<file path="src/rtl/conware_pkg.sv">
// Shared types and elaboration helpers for the conware grid loader.
// Pure declarations: no logic, no latency, no flow control.
package conware_pkg;

    localparam int CELL_BITS_DEF = 1;

    typedef enum logic {
        ST_FILL  = 1'b0,
        ST_DRAIN = 1'b1
    } state_t;

    function automatic int clog2(input int n);
        int r;
        r = 0;
        for (int i = 0; i < 31; i++) begin
            if ((1 << i) < n) r = i + 1;
        end
        return r;
    endfunction

    function automatic int cell_index(input int row, input int col, input int width);
        return row * width + col;
    endfunction

endpackage

</file>
<file path="src/rtl/grid_bank.sv">
// One grid bank: lane-parallel beat write, flat read, full flag.
// Write lands on the clock edge; full flag set/clear is 1 cycle; no backpressure of its own.
module grid_bank #(
    parameter int DWIDTH    = 32,
    parameter int CELL_BITS = 1,
    parameter int NCELLS    = 1024,
    parameter int CNT_W     = 5
) (
    input  logic                        clk,
    input  logic                        rst,
    input  logic                        wr_en,
    input  logic [CNT_W-1:0]            wr_beat,
    input  logic [DWIDTH-1:0]           wr_dat,
    input  logic                        set_full,
    input  logic                        clr_full,
    output logic [NCELLS*CELL_BITS-1:0] grid,
    output logic                        full
);

    localparam int CPB = DWIDTH / CELL_BITS;

    // Each cell has a fixed beat/lane origin, so lanes past the last cell simply have no home.
    always_ff @(posedge clk or posedge rst) begin
        if (rst) begin
            grid <= '0;
        end else if (wr_en) begin
            for (int i = 0; i < NCELLS; i++) begin
                if (wr_beat == CNT_W'(i / CPB))
                    grid[i*CELL_BITS +: CELL_BITS] <= wr_dat[(i % CPB)*CELL_BITS +: CELL_BITS];
            end
        end
    end

    always_ff @(posedge clk or posedge rst) begin
        if (rst)
            full <= 1'b0;
        else if (set_full)
            full <= 1'b1;
        else if (clr_full)
            full <= 1'b0;
    end

endmodule

</file>
<file path="src/rtl/axis_grid_loader.sv">
// AXI-Stream slave assembling packed beats into a flat cell grid, with ping-pong banks.
// out_valid 1 cycle after the final beat; TREADY low while the write bank is still full.
module axis_grid_loader
    import conware_pkg::*;
#(
    parameter int DWIDTH     = 32,
    parameter int CELL_BITS  = CELL_BITS_DEF,
    parameter int WIDTH      = 32,
    parameter int HEIGHT     = 32,
    parameter int DOUBLE_BUF = 1
) (
    input  logic                             clk,
    input  logic                             rst,
    input  logic [DWIDTH-1:0]                S_AXIS_TDATA,
    input  logic                             S_AXIS_TVALID,
    input  logic                             S_AXIS_TLAST,
    output logic                             S_AXIS_TREADY,
    output logic [WIDTH*HEIGHT*CELL_BITS-1:0] out_grid,
    output logic                             out_valid,
    input  logic                             out_ready,
    output logic                             frame_err,
    output logic [15:0]                      frame_cnt
);

    localparam int CPB    = DWIDTH / CELL_BITS;
    localparam int NCELLS = WIDTH * HEIGHT;
    localparam int GW     = NCELLS * CELL_BITS;
    localparam int BEATS  = (NCELLS + CPB - 1) / CPB;
    localparam int CNT_W  = (clog2(BEATS) < 1) ? 1 : clog2(BEATS);
    localparam int NBANK  = (DOUBLE_BUF != 0) ? 2 : 1;
    localparam logic [CNT_W-1:0] LAST_BEAT = CNT_W'(BEATS - 1);

    state_t             state, state_nxt;
    logic [CNT_W-1:0]   beat_cnt;
    logic               run;
    logic               wr_ptr, rd_ptr;
    logic               hs, wr_full, bank_we, commit, err, rd_release;
    logic [NBANK-1:0]   bank_full;
    logic [GW-1:0]      bank_grid [NBANK];

    assign wr_full       = wr_ptr ? bank_full[NBANK-1] : bank_full[0];
    // run holds TREADY low until the first edge after reset is released.
    assign S_AXIS_TREADY = run & ((state == ST_DRAIN) | ~wr_full);
    assign hs            = S_AXIS_TVALID & S_AXIS_TREADY;
    assign out_valid     = rd_ptr ? bank_full[NBANK-1] : bank_full[0];
    assign out_grid      = rd_ptr ? bank_grid[NBANK-1] : bank_grid[0];
    assign rd_release    = out_valid & out_ready;

    always_ff @(posedge clk or posedge rst) begin
        if (rst)
            state <= ST_FILL;
        else
            state <= state_nxt;
    end

    always_comb begin
        state_nxt = state;
        bank_we   = 1'b0;
        commit    = 1'b0;
        err       = 1'b0;
        if (hs) begin
            if (state == ST_FILL) begin
                bank_we = 1'b1;
                if (beat_cnt == LAST_BEAT) begin
                    if (S_AXIS_TLAST) begin
                        commit = 1'b1;
                    end else begin
                        err       = 1'b1;
                        state_nxt = ST_DRAIN;
                    end
                end else if (S_AXIS_TLAST) begin
                    err = 1'b1;
                end
            end else if (S_AXIS_TLAST) begin
                state_nxt = ST_FILL;
            end
        end
    end

    always_ff @(posedge clk or posedge rst) begin
        if (rst) begin
            run       <= 1'b0;
            beat_cnt  <= '0;
            frame_err <= 1'b0;
            frame_cnt <= '0;
        end else begin
            run       <= 1'b1;
            frame_err <= err;
            if (commit)
                frame_cnt <= frame_cnt + 16'd1;
            if (hs && state == ST_FILL) begin
                if (beat_cnt == LAST_BEAT || S_AXIS_TLAST)
                    beat_cnt <= '0;
                else
                    beat_cnt <= beat_cnt + 1'b1;
            end
        end
    end

    // A commit and a release touch different banks, so both pointers may move together.
    always_ff @(posedge clk or posedge rst) begin
        if (rst) begin
            wr_ptr <= 1'b0;
            rd_ptr <= 1'b0;
        end else if (NBANK == 2) begin
            if (commit)
                wr_ptr <= ~wr_ptr;
            if (rd_release)
                rd_ptr <= ~rd_ptr;
        end
    end

    for (genvar b = 0; b < NBANK; b++) begin : g_bank
        logic sel_wr, sel_rd;
        assign sel_wr = (wr_ptr == 1'(b));
        assign sel_rd = (rd_ptr == 1'(b));

        grid_bank #(
            .DWIDTH    (DWIDTH),
            .CELL_BITS (CELL_BITS),
            .NCELLS    (NCELLS),
            .CNT_W     (CNT_W)
        ) u_bank (
            .clk      (clk),
            .rst      (rst),
            .wr_en    (bank_we & sel_wr),
            .wr_beat  (beat_cnt),
            .wr_dat   (S_AXIS_TDATA),
            .set_full (commit & sel_wr),
            .clr_full (rd_release & sel_rd),
            .grid     (bank_grid[b]),
            .full     (bank_full[b])
        );
    end

endmodule

</file>
<file path="config.mk">
export PLATFORM = sky130hd
export DESIGN_NAME = axis_grid_loader
export DESIGN_NICKNAME = d
export VERILOG_FILES = /design/src/rtl/conware_pkg.sv /design/src/rtl/grid_bank.sv /design/src/rtl/axis_grid_loader.sv
export SDC_FILE = /design/constraint.sdc
export NUM_CORES = 2
export LEC_CHECK = 0
export BUFFER_PORTS_ARGS = -buffer_cell sky130_fd_sc_hd__buf_2
export CORE_AREA = 4 4 418 420
export DETAILED_ROUTE_END_ITERATION = 6
export DIE_AREA = 0 0 422 424
export PLACE_DENSITY = 0.83
export SLEW_MARGIN = 30
export SYNTH_ARGS = -nofsm -noshare
export SYNTH_HDL_FRONTEND = slang
export SYNTH_HIERARCHICAL = 1
export SYNTH_SLANG_ARGS = --single-unit
</file>
<file path="constraint.sdc">
create_clock -name clk -period 56.9 [get_ports clk]
set_input_delay 11.38 -clock clk [delete_from_list [all_inputs] [get_ports clk]]
set_output_delay 11.38 -clock clk [all_outputs]
set_load 0.005 [all_outputs]
</file>
-- Yosys cells after proc, flatten, opt, wreduce, memory -nomap -nowiden
Cells that the tools add are included.
- logic and storage cells: 209
- register bits: 2076
- input port bits: 37
- output and inout bits: 1043
- bitwise gates (word level): 14
- eq/ne operators: 31
- add/subtract/negate cells: 2
- reductions and logical operators: 69
- muxes and demuxes: 20
- operators by type and width (kind ; count):
    2-to-1 mux 1024 bit ; 1
    AND reduction 2 bit ; 64
    equality test 5 bit, second input constant ; 16
    equality test 5 x 4 -> 1 bit, second input constant ; 8
    equality test 5 x 3 -> 1 bit, second input constant ; 4
    2-to-1 mux 1 bit ; 18
    adder 16 x 1 -> 16 bit, second input constant ; 1
    equality test 5 x 2 -> 1 bit, second input constant ; 2
    bitwise AND 1 bit ; 9
    adder 5 x 1 -> 5 bit, second input constant ; 1
    equality test 5 x 1 -> 1 bit, second input constant ; 1
    logical NOT 5 bit ; 1
    2-to-1 mux 5 bit ; 1
    NOT 1 bit ; 4
    nonzero test 2 bit ; 2
    logical AND 1 bit ; 1
    logical OR 1 bit ; 1
    OR 1 bit ; 1

-- Logic depth before layout (Yosys ltp)
- word-level depth: 8
- depth in mapped cells: 9

-- Cells and area by module
Netlist, hierarchy kept.
- modules (own cells, without submodules) (module ; cells an instance ; area each (um2) ; instances):
    grid_bank ; 2294 ; 38579.5 ; 2
    axis_grid_loader ; 1255 ; 13365.3 ; 1

-- Worst setup path before layout
OpenSTA, ideal clock, no wires.
- kind: input to register
- start point: input port S_AXIS_TVALID
- end point: register g_bank[0].u_bank.grid[544]
- path buffers: 3
- stages: 9
- path slack: 43.367 ns
- arrival: 13.407 ns
- cell sequence: nand2_1 > or3_1 > clkbuf_2 > nor2_1 > nand4b_1 > or3_1 > buf_2 > buf_6 > mux2_4
- longest elaborated chain between the ends: 4
- RTL lines (what ; line ; RTL):
    from (decl) ; axis_grid_loader.sv:15 ; input logic S_AXIS_TVALID,
    bitwise AND 1 bit ; axis_grid_loader.sv:44 ; assign hs = S_AXIS_TVALID & S_AXIS_TREADY;
    2-to-1 mux 1 bit ; axis_grid_loader.sv:61 ; if (hs) begin
    bitwise AND 1 bit ; axis_grid_loader.sv:126 ; .wr_en (bank_we & sel_wr),
    AND reduction 2 bit (no source line) ; n/a ;
    to (signal, indexed assignment) ; grid_bank.sv:29 ; grid[i*CELL_BITS +: CELL_BITS] <= wr_dat[(i % CPB)*CELL_BITS +: CELL_BITS];
    to (decl) ; grid_bank.sv:16 ; output logic [NCELLS*CELL_BITS-1:0] grid,
Every way passes these cells.
A chain may end at the register's enable or synchronous reset.

-- Worst setup path after layout
- start point: register rd_ptr (netlist: g_bank[1].sel_rd)
- end point: output port out_grid[34]
- longest elaborated chain between the ends: 1
- RTL lines (what ; line ; RTL):
    from (decl) ; axis_grid_loader.sv:36 ; logic wr_ptr, rd_ptr;
    from (signal assigned) ; axis_grid_loader.sv:109 ; rd_ptr <= ~rd_ptr;
    2-to-1 mux 1024 bit ; axis_grid_loader.sv:46 ; assign out_grid = rd_ptr ? bank_grid[NBANK-1] : bank_grid[0];
    to (decl) ; axis_grid_loader.sv:18 ; output logic [WIDTH*HEIGHT*CELL_BITS-1:0] out_grid,
Every way passes these cells.

==> reports/results.tsv <==
stage	metric	value	unit
outcome	status	completed	
placed_design	dpl ws	40000	ps
global_route	largest net degree at the start of global routing	158	
drt	Routed Antenna Nets	0	
drt	DRT Wirelength	304000	um
global_route	antenna violations before repair	43	
clock_network	TritonCTS clock tree	yes	
global_route	total gr overflow	0	
critical_path	Setup crit end kind	output pin	
layout	P&R area growth vs syn	16.3	%
drt	Pre-antenna DRT Iters	7	
clock_network	Max Root-Sink Buffers	3	
logic_synthesis	cell taking the most area after synthesis	dfrtp_1	
critical_path	Slowest cell on crit path	buf_4	
placed_design	PortBufs	1079	
logic_synthesis	Yosys Warn Count	6	
floorplan	DIE HEIGHT	424	um
critical_path	Setup Crit Path Kind	reg2out	
clock_network	Root Driver	clkbuf_16	
placed_design	DP HPWL	185000	um
logic_synthesis	share of the synthesized area in the top cell type	57.4	%
drt	DR DRC count	0	
global_route	first-pass GRT wire length	436000	um
power_and_ir_drop	Leak Pwr	0.0564	uW
floorplan	area of the core	0.171	mm2
logic_synthesis	Synth async-reset ratio	100	%
logic_synthesis	Syn Inst Count	5843	
power_and_ir_drop	pwr dens	32.7	mW/mm2
timing	Tcrit/Tclk final	31.6	%
layout	post-layout util	61.6	%
power_and_ir_drop	maximum vdd drop	0.0315	mV
clock_network	clock-pin transition on the worst setup and hold timing paths	60	ps
clock_network	CTS Hold Bufs	0	
clock_network	H-tree Lvls	4	
logic_synthesis	EDFF count, synth	0	
layout	nets@finish	6799	
critical_path	Worst path max stage delay	840	ps
layout	Fill cells	12300	
layout	layout cells sized above 1	67.7	%
timing	Final Hold Vio Count	0	
critical_path	Crit Path Max Fanout	106	
logic_synthesis	Mapped Nets	5885	
global_route	vias in the first global route	60000	
drt	initial DRC count	4768	
timing	worst hold slack	476	ps
drt	WL/cell	33.1	um
clock_network	worst skew pair latency	890	ps
clock_network	quantity of gates resized following cts	0	
floorplan	full die area	0.179	mm2
logic_synthesis	top post-synthesis cells by count	mux2_2, dfrtp_1, buf_2	
timing	final worst slack	38930	ps
flow_run	MaxCap Viol Count	0	
floorplan	Starting Density	52.9	%
critical_path	critical path's top delay family	buffers and inverters	
logic_synthesis	sequential area share after synthesis	57.4	%
logic_synthesis	top_reg_cell synth	dfrtp_1	
logic_synthesis	#FFs+latches synth	2076	
drt	vias per std cell	6.17	
power_and_ir_drop	total power draw	3440	uW
timing	RSZ-0062 raised after global routing	no	
logic_synthesis	mapped cell area	0.0905	mm2
critical_path	WP data arrival	6590	ps
timing	actual slew at the worst max-slew pin	1200	ps
timing	# setup viols final	0	
logic_synthesis	largest cells by area after synthesis	dfrtp_1, mux2_2, mux2_4	
critical_path	CP cell instances	buf_12 -> buf_16 -> buf_4 -> buf_6 -> buf_4 -> buf_6 -> mux2_2 -> buf_2	
floorplan	die width	422	um
timing	fin crit period	17970	ps
critical_path	Critical Path Start Type	register	
timing	setup TNS	0	ps
timing	Fmax achieved	0.0556	GHz
logic_synthesis	syn_area_per_cell	15.5	um2
drt	via count	56600	
clock_network	# clock sinks	2076	
clock_network	TritonCTS buffer count	203	
critical_path	CP bufs+invs	7	
timing	Rel. slew slack	20.0	%
clock_network	postcts setup bufs	0	
logic_synthesis	cell with the most instances after synthesis	mux2_2	
min_path	HP Class	reg2reg	
floorplan	# IOs	1080	
timing	pins over their slew limit	0	
logic_synthesis	Netlist cell types	38	
floorplan	placement row count	152	
critical_path	CP required	45520	ps
global_route	GRT Overall Usage	33.7	%
timing	skew final	47.6	ps
placed_design	GP Congestion	0.929	
==> worst reg2reg max path, cell delays in order, from the launching register on <==
cell      delay [ps]
dfrtp_1          540
mux2_4           400
nor3_1           760
and2_1           450
nand4b_1         500
nor3_4           690
buf_4            550
mux2_2           420
==> area by class of cell <==
class                      count  area (um2)  share of cell area [%]
clock inverter                64         988                   0.939
tap                         2233        2790                    2.65
timing repair buffer        1216        6840                    6.50
sequential                  2076       52000                    49.4
clock buffer                 310        6080                    5.78
multi-input combinational   3252       36500                    34.7
antenna                       12        30.0                  0.0285
inverter                       8        45.0                  0.0428
==> state kept, by name, indices dropped and copies added, names as in the netlist <==
register	cells
state	1
g_bank.sel_wr	1
beat_cnt	5
g_bank.sel_rd	1
frame_err	1
run	1
g_bank.u_bank/grid	2048
frame_cnt	16
g_bank.u_bank/full	2
==> power by group <==
group	internal [uW]	switching [uW]
Combinational	193	205
Sequential	1560	80.6
Clock	806	595
Total	2560	880
==> metal layers <==
layer  wire, um  track usage, %  vias to the layer above
met3      26300            10.2                     1039
met4      27000            25.0                       28
met5        355           0.833                        -
li1           -               -                    22600
met1     111000            40.6                    30000
met2     139000            51.5                     2904
==> final timing paths <==
check / startpoint / endpoint / slack (ps) / cells after the start
max: g_bank[1].sel_rd / out_grid[34] / 38930 / 8
min: run / state / 480 / 1
max reg2reg: g_bank[1].sel_wr / g_bank[1].u_bank/grid[595] / 52460 / 7
min reg2reg: run / state / 480 / 1
max in group asynchronous: rst / g_bank[1].u_bank/grid[657] / 42190 / 7
min in group asynchronous: rst / g_bank[1].u_bank/grid[294] / 10660 / 2
==> per-stage QoR <==
stage	instance area, um2	cells
2_1_floorplan	90500	5843
3_3_place_gp	97700	8772
3_5_place_dp	97900	8777
4_1_cts	105000	9151
5_1_grt	105000	9162
6_report	105000	9171
==> cells in the final DEF (no fill, tap or decap), types with 9 or more instances in the layout <==
cell       count
nand3_1       11
nand2_1       17
clkbuf_8      60
clkbuf_1      47
mux2_4       121
clkbuf_16    203
buf_6         19
clkinv_2      26
bufinv_16     14
buf_4        108
xnor2_1       13
mux2_1        10
dfrtp_1     2075
buf_2       1070
nand2_2       23
nor2_4        24
mux2_2      2944
clkinv_16      9
diode_2       12
buf_16        11
==> logic make-up after synthesis <==
logic type	after synthesis	share of synthesized area, %
muxes	3075	38.8
DFF	2076	57.4
buffers and inverters	515	2.63
and+or+nand+nor	145	0.919
xor gates and xnor gates	16	0.155
AOI/OAI and AO/OA	10	0.0774
adders and majority gates	5	0.0691
other	1	0.00414
Note: power is estimated with default switching activity, not from simulation.
